`config.mk`:
```
export PLATFORM = sky130hd
export DESIGN_NAME = fetch_queue
export DESIGN_NICKNAME = d
export VERILOG_FILES = /design/src/rtl/fetch_queue.sv
export SDC_FILE = /design/constraint.sdc
export NUM_CORES = 1
export LEC_CHECK = 0
export ABC_CLOCK_PERIOD_IN_PS = 9900
export CORE_MARGIN = 2
export CORE_UTILIZATION = 40
export DETAILED_ROUTE_END_ITERATION = 8
export GPL_TIMING_DRIVEN = 0
export PLACE_DENSITY = 0.65
export SLEW_MARGIN = 20
export SYNTH_ARGS = -nofsm -noshare
export SYNTH_HDL_FRONTEND = slang
export SYNTH_SLANG_ARGS = --single-unit
```
`constraint.sdc`:
```
create_clock -name clk -period 9.9 [get_ports clk]
set_clock_uncertainty 0.1 [all_clocks]
set_input_delay 2.475 -clock clk [delete_from_list [all_inputs] [get_ports clk]]
set_output_delay 2.475 -clock clk [all_outputs]
set_load 0.01 [all_outputs]
```
`src/rtl/fetch_queue.sv`:
```
`default_nettype none
// +----------------------------------------------------------------------+
// | Module      : fetch_queue                                            |
// | Description : Instruction-fetch front end. Issues sequential word    |
// |               addresses to a fixed-latency read port, tracks the     |
// |               in-flight reads in a tagged shift register and buffers |
// |               the returns in a circular prefetch queue that feeds    |
// |               decode in program order over a valid/ready handshake.  |
// | Revision    : 1.0 - initial release                                  |
// +----------------------------------------------------------------------+
module fetch_queue #(
  parameter int                ADDR_W   = 32,
  parameter int                INSTR_W  = 32,
  parameter int                DEPTH    = 4,
  parameter int                MEM_LAT  = 1,
  parameter logic [ADDR_W-1:0] RESET_PC = '0
) (
  input  logic                       clk,
  input  logic                       rst,
  input  logic                       halt,
  input  logic                       flush,
  input  logic [ADDR_W-1:0]          redirect_tgt,
  output logic [ADDR_W-1:0]          mem_addr,
  input  logic [INSTR_W-1:0]         mem_data,
  output logic                       out_valid,
  input  logic                       out_ready,
  output logic [INSTR_W-1:0]         out_instr,
  output logic [ADDR_W-1:0]          out_pc,
  output logic [$clog2(DEPTH+1)-1:0] occupancy
);

  localparam int CNT_W = $clog2(DEPTH + 1);
  localparam int PTR_W = $clog2(DEPTH);
  localparam int IF_W  = $clog2(MEM_LAT + 1);
  localparam int SUM_W = $clog2(DEPTH + MEM_LAT + 1);
  localparam logic [PTR_W-1:0] LAST_PTR = PTR_W'(DEPTH - 1);

  logic [ADDR_W-1:0]  fetch_pc;
  logic [PTR_W-1:0]   head;
  logic [PTR_W-1:0]   tail;
  logic [CNT_W-1:0]   count;
  logic [MEM_LAT-1:0] sr_valid;
  logic [ADDR_W-1:0]  sr_pc [MEM_LAT];
  logic [INSTR_W-1:0] entry_instr [DEPTH];
  logic [ADDR_W-1:0]  entry_pc [DEPTH];

  logic [IF_W-1:0]    inflight;
  logic               issue;
  logic               push;
  logic               pop;

  // Circular pointer increment; DEPTH need not be a power of two.
  function automatic logic [PTR_W-1:0] ptr_next(input logic [PTR_W-1:0] p);
    return (p == LAST_PTR) ? '0 : p + PTR_W'(1);
  endfunction

  // Count outstanding reads and decide whether a new fetch has a slot reserved.
  // A pop in the same cycle is deliberately not credited, so count plus
  // inflight never exceeds DEPTH and the queue cannot overflow.
  always_comb begin
    inflight = '0;
    for (int i = 0; i < MEM_LAT; i++) begin
      inflight = inflight + IF_W'(sr_valid[i]);
    end
    issue = !rst && !flush && !halt &&
            ((SUM_W'(count) + SUM_W'(inflight)) < SUM_W'(DEPTH));
    push  = !rst && !flush && sr_valid[MEM_LAT-1];
    pop   = !rst && !flush && out_valid && out_ready;
  end

  // Fetch PC: reset, redirect on flush, otherwise advance by one word per issue.
  always_ff @(posedge clk) begin
    if (rst) begin
      fetch_pc <= RESET_PC;
    end else if (flush) begin
      fetch_pc <= redirect_tgt;
    end else if (issue) begin
      fetch_pc <= fetch_pc + ADDR_W'(4);
    end
  end

  // In-flight valid tags; clearing them on flush drops the stale returns.
  always_ff @(posedge clk) begin
    if (rst || flush) begin
      sr_valid <= '0;
    end else begin
      for (int i = MEM_LAT - 1; i > 0; i--) begin
        sr_valid[i] <= sr_valid[i-1];
      end
      sr_valid[0] <= issue;
    end
  end

  // In-flight PCs travel alongside the tags; only the tags need reset.
  always_ff @(posedge clk) begin
    for (int i = MEM_LAT - 1; i > 0; i--) begin
      sr_pc[i] <= sr_pc[i-1];
    end
    sr_pc[0] <= fetch_pc;
  end

  // Queue storage: the returning word and its PC land at tail.
  always_ff @(posedge clk) begin
    if (push) begin
      entry_instr[tail] <= mem_data;
      entry_pc[tail]    <= sr_pc[MEM_LAT-1];
    end
  end

  // Queue pointers and occupancy; flush empties the queue and beats push/pop.
  always_ff @(posedge clk) begin
    if (rst) begin
      head  <= '0;
      tail  <= '0;
      count <= '0;
    end else if (flush) begin
      head  <= tail;
      count <= '0;
    end else begin
      if (push) tail <= ptr_next(tail);
      if (pop)  head <= ptr_next(head);
      case ({push, pop})
        2'b10:   count <= count + CNT_W'(1);
        2'b01:   count <= count - CNT_W'(1);
        default: count <= count;
      endcase
    end
  end

  // A push without a pop must never find the queue already full.
  always_ff @(posedge clk) begin
    if (push && !pop) begin
      assert (count != CNT_W'(DEPTH));
    end
  end

  // Head presentation; zeroed while empty so the reset view is all zeros.
  always_comb begin
    mem_addr  = fetch_pc;
    occupancy = count;
    out_valid = (count != '0);
    out_instr = out_valid ? entry_instr[head] : '0;
    out_pc    = out_valid ? entry_pc[head] : '0;
  end

endmodule
`default_nettype wire

```
==> results of run 1 <==
## per-stage QoR
step	setup slack [ps]	total power, µW	hold WS [ps]	utilization, %	area (µm²)
detailed placement	4600	1710	266	47.7	14900
global route	3960	3120	287	51.5	16100
floorplan	4870	1630	293	-	12700
finish	4160	3020	275	51.5	16100
CTS	4110	3050	278	51.5	16100
global placement	2850	1710	259	47.4	14800
## flip-flops by register name, indices dropped and copies added, names as in the netlist, named ones only
signal       flops
entry_instr    128
entry_pc       128
mem_addr        32
sr_pc           32
occupancy        3
head             2
tail             2
sr_valid         1
## worst max-delay path by stage
stage                          from                 end  depth (start not counted)
after floorplan                 rst   entry_instr[0][0]                          3
after global placement        flush  entry_instr[0][11]                          3
after detailed placement      flush        occupancy[2]                         10
after CTS                 flip-flop          out_pc[11]                          5
after global routing      flip-flop           out_pc[2]                          5
final                     flip-flop          out_pc[26]                          5
## Yosys cell counts, types with 3 or more instances
cell	number	area, µm²
a21oi_1	22	110
ha_1	7	87.6
nand2_1	22	82.6
nor4_2	5	62.6
clkbuf_1	25	93.8
nor2_1	26	97.6
mux2i_1	4	40.0
edfxtp_1	256	7690
or3_1	3	18.8
inv_1	12	45.0
nor4_1	4	25.0
o21ai_0	6	30.0
and2_1	68	425
xor2_1	4	35.0
nand3_1	8	40.0
mux4_2	64	1440
buf_2	9	45.0
dfxtp_1	74	1480
nor3_1	10	50.1
and3_1	7	43.8
o311ai_0	3	26.3
nand4_1	9	56.3
xnor2_1	13	114
a211oi_1	12	90.1
## final cells by class
type	count	area (µm²)
repair buffers	171	1750
plain buffers	37	169
inverters	14	52.6
clock buffers	49	981
flip-flops and latches	330	9170
multi-input cells	337	3280
clock inverters	18	221
well taps	402	503
fillers	2543	15200
## report_power, final
part	switching (µW)	total (µW)	internal (µW)	leakage [µW]
Sequential	26.1	1540	1510	0.00293
Combinational	61.9	139	77.6	0.00170
Clock	528	1340	808	0.000580
## worst register-to-register path, delay by kind of cell (launching register included)
kind	cells	cell delay (ps)
AOI/OAI and AO/OA	1	140
xor gates and xnor gates	1	160
adders and majority gates	2	550
buffers and inverters	2	190
DFF	1	440
and+or+nand+nor	3	680
## per-layer routing
| layer | track usage [%] | up-vias | part of all wire, % |
|---|---|---|---|
| li1 | - | 3236 | - |
| met1 | 23.3 | 3526 | 45 |
| met2 | 27.2 | 248 | 47 |
| met3 | 3.45 | 46 | 6.1 |
| met4 | 4.94 | 0 | 2.2 |
| met5 | 0 | - | 0 |
## cell families after synthesis
family | Yosys count
flip-flops | 330
buffers and inverters | 51
adder cells (fa/ha/maj) | 8
XOR/XNOR | 17
AND/OR/NAND/NOR | 177
AO/OA/AOI/OAI | 66
multiplexers | 69
==> results.json, run 1 <==
{
  "status": "finished clean",
  "ant_nets": 0,
  "crit_buf_inv": 3,
  "cpLargestDelayFamily": "buffers and inverters",
  "setup-violations-final": 0,
  "worstPathArrival_ps": 3170,
  "r2r_slack_ps": 7560,
  "layout_commonest_cell": "edfxtp_1",
  "ctsHoldBuffers": 0,
  "drive_gt1_share_pct": 16.3,
  "grt_max_degree": 35,
  "n_antenna_cell": 0,
  "wl_per_cell_um": 20.3,
  "worstPathRequired_ps": 7330,
  "path_max_fanout": 10,
  "fin_crit_ps": 5740,
  "gp_congestion": 0.831,
  "final_cell_mix": "edfxtp_1 (256), clkdlybuf4s50_1 (167), dfxtp_1 (74), and2_1 (68), mux4_2 (64)",
  "nNetsFinal": 1005,
  "dieArea_um2": 33100,
  "rr_worst_depth": 9,
  "clkSlewWorstSetupHoldPaths_ps": 60,
  "end_kind": "output port",
  "ys_warn_count": 0,
  "htreeDepth": 2,
  "synth_top_family_by_area": "multiplexers",
  "r2r_end": "occupancy[2]",
  "ys.flop_type": "edfxtp_1",
  "crit_chain": "clkbuf_1 -> buf_2 -> mux4_2 -> and2_1 -> clkdlybuf4s50_1",
  "syn_inst": 718,
  "grt_pass1_vias": 7238,
  "synth.avg_cell_area_um2": 17.6,
  "grt_overflow_total": 0,
  "p_leak_uw": 0.00522,
  "max_stage_delay_ps": 620,
  "grt_pass1_wl_mm": 42.7,
  "synth.distinct_cells": 54,
  "critPathKind": "reg2out",
  "core_region_area_um2": 31300,
  "rsz0062_at_grt": "false",
  "detailed_place_hpwl_mm": 17.8,
  "synthXorXnorAreaFrac_pct": 1.18,
  "start_util_pct": 40.4,
  "tns_ps": 0,
  "fmax_mhz": 174,
  "syn_nets": 795,
  "antenna_found_initial": 0,
  "ys_seq_elements": 330,
  "crit-reg2reg-launch": "occupancy[0]",
  "min_to": "sr_pc[0][0]",
  "crit_slowest_cell": "clkbuf_1",
  "synth_edf_count": 256,
  "first_iter_violations": 466,
  "slew_violations": 0,
  "syn_to_final_growth_pct": 27.5,
  "cts_resized": 0,
  "placed_cells": 1291,
  "wl_mm": 27.6,
  "cts_buffer_depth": 3,
  "synth-compound-area-share_pct": 3.49,
  "rows": 65,
  "vias_per_cell": 5.20,
  "grt_usage_pct": 16.9,
  "portBuffers": 167,
  "cts_tree": "built",
  "syn_area_um2": 12700,
  "post-route-period-util_pct": 58.0,
  "critPathLaunchType": "flip-flop",
  "drv_cap": 0,
  "dr_total_vias": 7056,
  "instances_no_fill": 1358,
  "postCtsSetupBuffers": 0,
  "hold_viol": 0,
  "first_pass_iters": 5,
  "worstMarginPinSlew_ps": 821,
  "muxShareOfSynthArea_pct": 11.8,
  "drc": 0,
  "async_flop_share_pct": 0,
  "ioPinCount": 169,
  "whs_path_depth": 0,
  "clkSinkCount": 330,
  "clk_latency_ps": 520,
  "die_h_um": 182,
  "power.density_nw_per_um2": 187,
  "min_path_type": "reg2reg",
  "synth_simple_gate_area_share_pct": 8.47,
  "cts_root_buffer": "clkbuf_16",
  "ys_seq_area_share_pct": 72.5,
  "hold_start": "mem_addr[0]",
  "slew-limit-headroom_pct": 45.2,
  "die_w_um": 182,
  "ir_drop_uv": 113,
  "cts_buffers": 37,
  "synthAdderAreaFrac_pct": 0.850
}
Note: power is estimated with default switching activity, not from simulation.
==> run 2: changes to the inputs <==
ABC_CLOCK_PERIOD_IN_PS = 5100   (was 9900)
PLACE_DENSITY = 0.67   (was 0.65)
clock period = 5.1 ns   (was 9.9 ns; I/O delays follow)
==> results.json, run 2 (synthesis gave the netlist of run 1 again) <==
{
  "min_to": "sr_pc[0][0]",
  "htreeDepth": 2,
  "post-route-period-util_pct": 89.2,
  "p_comb_share_pct": 4.7,
  "r2r_slack_ps": 2720,
  "fin_crit_ps": 4550,
  "die_h_um": 182,
  "p_leak_uw": 0.00522,
  "crit_buf_inv": 3,
  "rows": 65,
  "grt_usage_pct": 16.4,
  "multi_input_area_um2": 3280,
  "sw_frac_of_total_pct": 20.3,
  "min_path_type": "reg2reg",
  "dieArea_um2": 33100,
  "wl_mm": 26.8,
  "slew-limit-headroom_pct": 42.6,
  "gp_congestion": 0.853,
  "hold_start": "mem_addr[0]",
  "p_int_uw": 4640,
  "ir_drop_uv": 219,
  "crit_chain": "clkbuf_1 -> buf_2 -> mux4_2 -> and2_1 -> clkdlybuf4s50_1",
  "grt_overflow_total": 0,
  "end_kind": "output port",
  "postCtsSetupBuffers": 0,
  "hold_viol": 0,
  "syn_to_final_growth_pct": 27.4,
  "grt_pass1_wl_mm": 41.5,
  "whs_path_depth": 0,
  "power.density_nw_per_um2": 361,
  "clk_latency_ps": 510,
  "worstPathRequired_ps": 3720,
  "top_regs": "entry_instr: 128 flops, entry_pc: 128 flops",
  "worstPathArrival_ps": 3180,
  "first_iter_violations": 409,
  "critPathKind": "reg2out",
  "cts_root_buffer": "clkbuf_16",
  "cts_buffer_depth": 3,
  "drc": 0,
  "sequentialPowerShare_pct": 51.3,
  "n_antenna_cell": 0,
  "cpLargestDelayFamily": "buffers and inverters",
  "dr_total_vias": 7041,
  "layout_commonest_cell": "edfxtp_1",
  "portBuffers": 167,
  "fill_cells": 2581,
  "drive_gt1_share_pct": 16.4,
  "start_util_pct": 40.4,
  "vias_per_cell": 5.19,
  "status": "finished clean",
  "clkSlewWorstSetupHoldPaths_ps": 60,
  "slew_violations": 0,
  "ant_nets": 0,
  "nNetsFinal": 1004,
  "switching_power_uw": 1180,
  "ctsHoldBuffers": 0,
  "path_max_fanout": 10,
  "pre_cts_ws_ps": 996,
  "grt_pass1_vias": 7191,
  "drv_cap": 0,
  "final_cell_mix": "edfxtp_1 (256), clkdlybuf4s50_1 (167), dfxtp_1 (74), and2_1 (68), mux4_2 (64)",
  "fin_ws_ps": 549,
  "fmax_mhz": 220,
  "detailed_place_hpwl_mm": 17.4,
  "grt_max_degree": 45,
  "crit_slowest_cell": "clkbuf_1",
  "max_stage_delay_ps": 620,
  "wl_per_cell_um": 19.8,
  "critPathLaunchType": "flip-flop",
  "clkSinkCount": 330,
  "cts_resized": 0,
  "r2r_end": "occupancy[2]",
  "rsz0062_at_grt": "false",
  "rr_worst_depth": 9,
  "cts_tree": "built",
  "first_pass_iters": 7,
  "ioPinCount": 169,
  "core_region_area_um2": 31300,
  "power.share.clock_pct": 44.0,
  "crit-reg2reg-launch": "occupancy[1]",
  "worstMarginPinSlew_ps": 860,
  "tns_ps": 0,
  "setup-violations-final": 0,
  "seqCellArea_um2": 9170,
  "antenna_found_initial": 0,
  "die_w_um": 182,
  "cts_buffers": 36
}
run 2: changes by cell type in the layout (fill, tap and decap cells not counted), sizes merged:
cell      delta
inv          +2
clkinv       +1
clkbuf       -4
clkinvlp     -1
run 2: worst max-delay path by stage:
stage,from,to,slack [ps],depth (start not counted)
2_1_floorplan,rst,entry_instr[0][0],1270,3
3_3_place_gp,flush,entry_instr[0][27],-660,3
3_5_place_dp,flip-flop,out_pc[12],1000,5
4_1_cts,flip-flop,out_pc[12],430,5
5_1_grt,flip-flop,out_pc[15],310,5
6_report,flip-flop,out_pc[12],550,5
run 2: per-stage QoR:
| stage | hold slack [ps] | instance area [µm²] | power, µW | util, % | cells |
|---|---|---|---|---|---|
| after global routing | 286 | 16100 | 6030 | 51.5 | 1356 |
| final | 273 | 16100 | 5820 | 51.5 | 1356 |
| after detailed placement | 266 | 14900 | 3320 | 47.7 | 1291 |
| after global placement | 259 | 14800 | 3310 | 47.4 | 1287 |
| after floorplan | 293 | 12700 | 3160 | - | 718 |
| after CTS | 273 | 16100 | 5880 | 51.5 | 1356 |
run 2: layout make-up:
type	instances	area share (%)
flip-flops and latches	330	56.9
multi-input cells	337	20.4
repair buffers	171	11.0
clock buffers	45	5.99
well taps	402	3.12
clock inverters	20	1.30
plain buffers	37	1.05
inverters	14	0.326
run 2: routing by layer:
layer  share of wire [%]  vias up  global-route usage, %
met3                 6.3       44                   3.49
met4                 1.8        0                   4.16
met1                  45     3514                   23.0
met2                  46      241                   26.2
li1                    -     3242                      -
met5                   0        -                      0
run 2: power by group through the flow:
stage	Clock, µW	Sequential, µW	Combinational (µW)
2_1_floorplan	0	3030	127
3_3_place_gp	0	3040	271
3_5_place_dp	0	3050	274
4_1_cts	2620	2990	276
5_1_grt	2740	2990	295
6_report	2560	2990	272
==> run 3: changes to the inputs <==
CORE_ASPECT_RATIO = 2   (was unset)
==> results.json, run 3 (synthesis gave the netlist of run 1 again) <==
{
  "drv_cap": 0,
  "max_stage_delay_ps": 580,
  "top_regs": "entry_instr: 128 flops, entry_pc: 128 flops",
  "clk_latency_ps": 570,
  "hold_viol": 0,
  "path_max_fanout": 10,
  "cts_root_buffer": "clkbuf_16",
  "final_cell_mix": "edfxtp_1 (256), clkdlybuf4s50_1 (167), dfxtp_1 (74), and2_1 (68), mux4_2 (64)",
  "wl_mm": 27.7,
  "syn_to_final_growth_pct": 27.0,
  "power.total_uw": 5710,
  "ant_nets": 0,
  "start_util_pct": 40.4,
  "crit_slowest_cell": "mux4_2",
  "rsz0062_at_grt": "false",
  "clkSlewWorstSetupHoldPaths_ps": 70,
  "status": "finished clean",
  "nNetsFinal": 997,
  "ctsHoldBuffers": 0,
  "worstPathArrival_ps": 3140,
  "first_iter_violations": 484,
  "final_util_pct": 51.3,
  "seqCellArea_um2": 9170,
  "worstPathRequired_ps": 3720,
  "gp_congestion": 0.821,
  "vias_per_cell": 5.21,
  "grt_pass1_wl_mm": 43.0,
  "timing.hold.ws_ps": 275,
  "multi_input_area_um2": 3280,
  "grt_overflow_total": 0,
  "die_h_um": 256,
  "portBuffers": 167,
  "drive_gt1_share_pct": 16.2,
  "p_leak_uw": 0.00517,
  "antenna_found_initial": 0,
  "cts_buffer_depth": 3,
  "cts_tree": "built",
  "core_region_area_um2": 31300,
  "post-route-period-util_pct": 88.5,
  "cts_buffers": 29,
  "dieArea_um2": 33200,
  "layout_commonest_cell": "edfxtp_1",
  "min_path_type": "reg2reg",
  "fmax_mhz": 222,
  "fin_ws_ps": 586,
  "dr_total_vias": 7121,
  "setup-violations-final": 0,
  "power.density_nw_per_um2": 356,
  "critPathLaunchType": "flip-flop",
  "detailed_place_hpwl_mm": 17.9,
  "fill_cells": 2597,
  "postCtsSetupBuffers": 0,
  "crit_chain": "clkbuf_1 -> buf_2 -> mux4_2 -> and2_1 -> clkdlybuf4s50_1",
  "critPathKind": "reg2out",
  "grt_usage_pct": 16.9,
  "end_kind": "output port",
  "slew-limit-headroom_pct": 46.8,
  "wl_per_cell_um": 20.3,
  "cts_resized": 0,
  "slew_violations": 0,
  "ioPinCount": 169,
  "htreeDepth": 1,
  "ir_drop_uv": 354,
  "fin_crit_ps": 4510,
  "clkSinkCount": 330,
  "pre_cts_ws_ps": 1010,
  "die_w_um": 130,
  "worstMarginPinSlew_ps": 798,
  "n_antenna_cell": 0,
  "first_pass_iters": 4,
  "grt_max_degree": 42,
  "rows": 92,
  "grt_pass1_vias": 7352,
  "drc": 0
}
[run 3: changes by cell type in the layout (fill, tap and decap cells not counted), sizes merged]
cell	delta
clkinv	-8
clkbuf	-6
bufinv	+2
clkinvlp	+1
[run 3: power by group]
part	leakage, µW	internal (µW)	switching (µW)	total [µW]
logic	0.00171	151	121	271
clock network	0.000530	1480	978	2460
registers	0.00293	2940	51.2	2990
[run 3: final timing paths]
path / slack, ps / cells after the start / endpoint / startpoint
worst max-delay path: 590 / 5 / out_pc[26] / flip-flop
worst min-delay path: 280 / 0 / sr_pc[0][1] / mem_addr[1]
worst max register to register: 2690 / 9 / occupancy[2] / occupancy[1]
worst min register to register: 280 / 0 / sr_pc[0][1] / mem_addr[1]
[run 3: stage by stage]
stage	cells	instance area, µm²	setup TNS (ps)
finish	1366	16100	0
floorplan	718	12700	0
global route	1366	16100	0
CTS	1366	16100	0
detailed placement	1312	15000	0
global placement	1308	14900	-188420
[run 3: critical path: cells and delay by family (launching register included)]
family / cells / cell delay, ps
buf+inv: 3 / 1490
flops: 1 / 300
mux: 1 / 580
simple gates: 1 / 180
[run 3: layout make-up]
| type | count | share of cell area (%) |
|---|---|---|
| sequential | 330 | 57.1 |
| multi-input combinational | 337 | 20.4 |
| timing repair buffer | 171 | 11.0 |
| clock buffer | 39 | 5.27 |
| tap | 423 | 3.29 |
| clock inverter | 15 | 1.55 |
| buffer | 37 | 1.05 |
| inverter | 14 | 0.327 |
[run 3: per-layer routing]
layer	GRT usage [%]	up-vias	part of all wire [%]
met5	0	-	0
met4	3.91	0	1.7
met3	2.91	32	6.9
met2	28.0	282	49
met1	23.3	3587	42
li1	-	3220	-
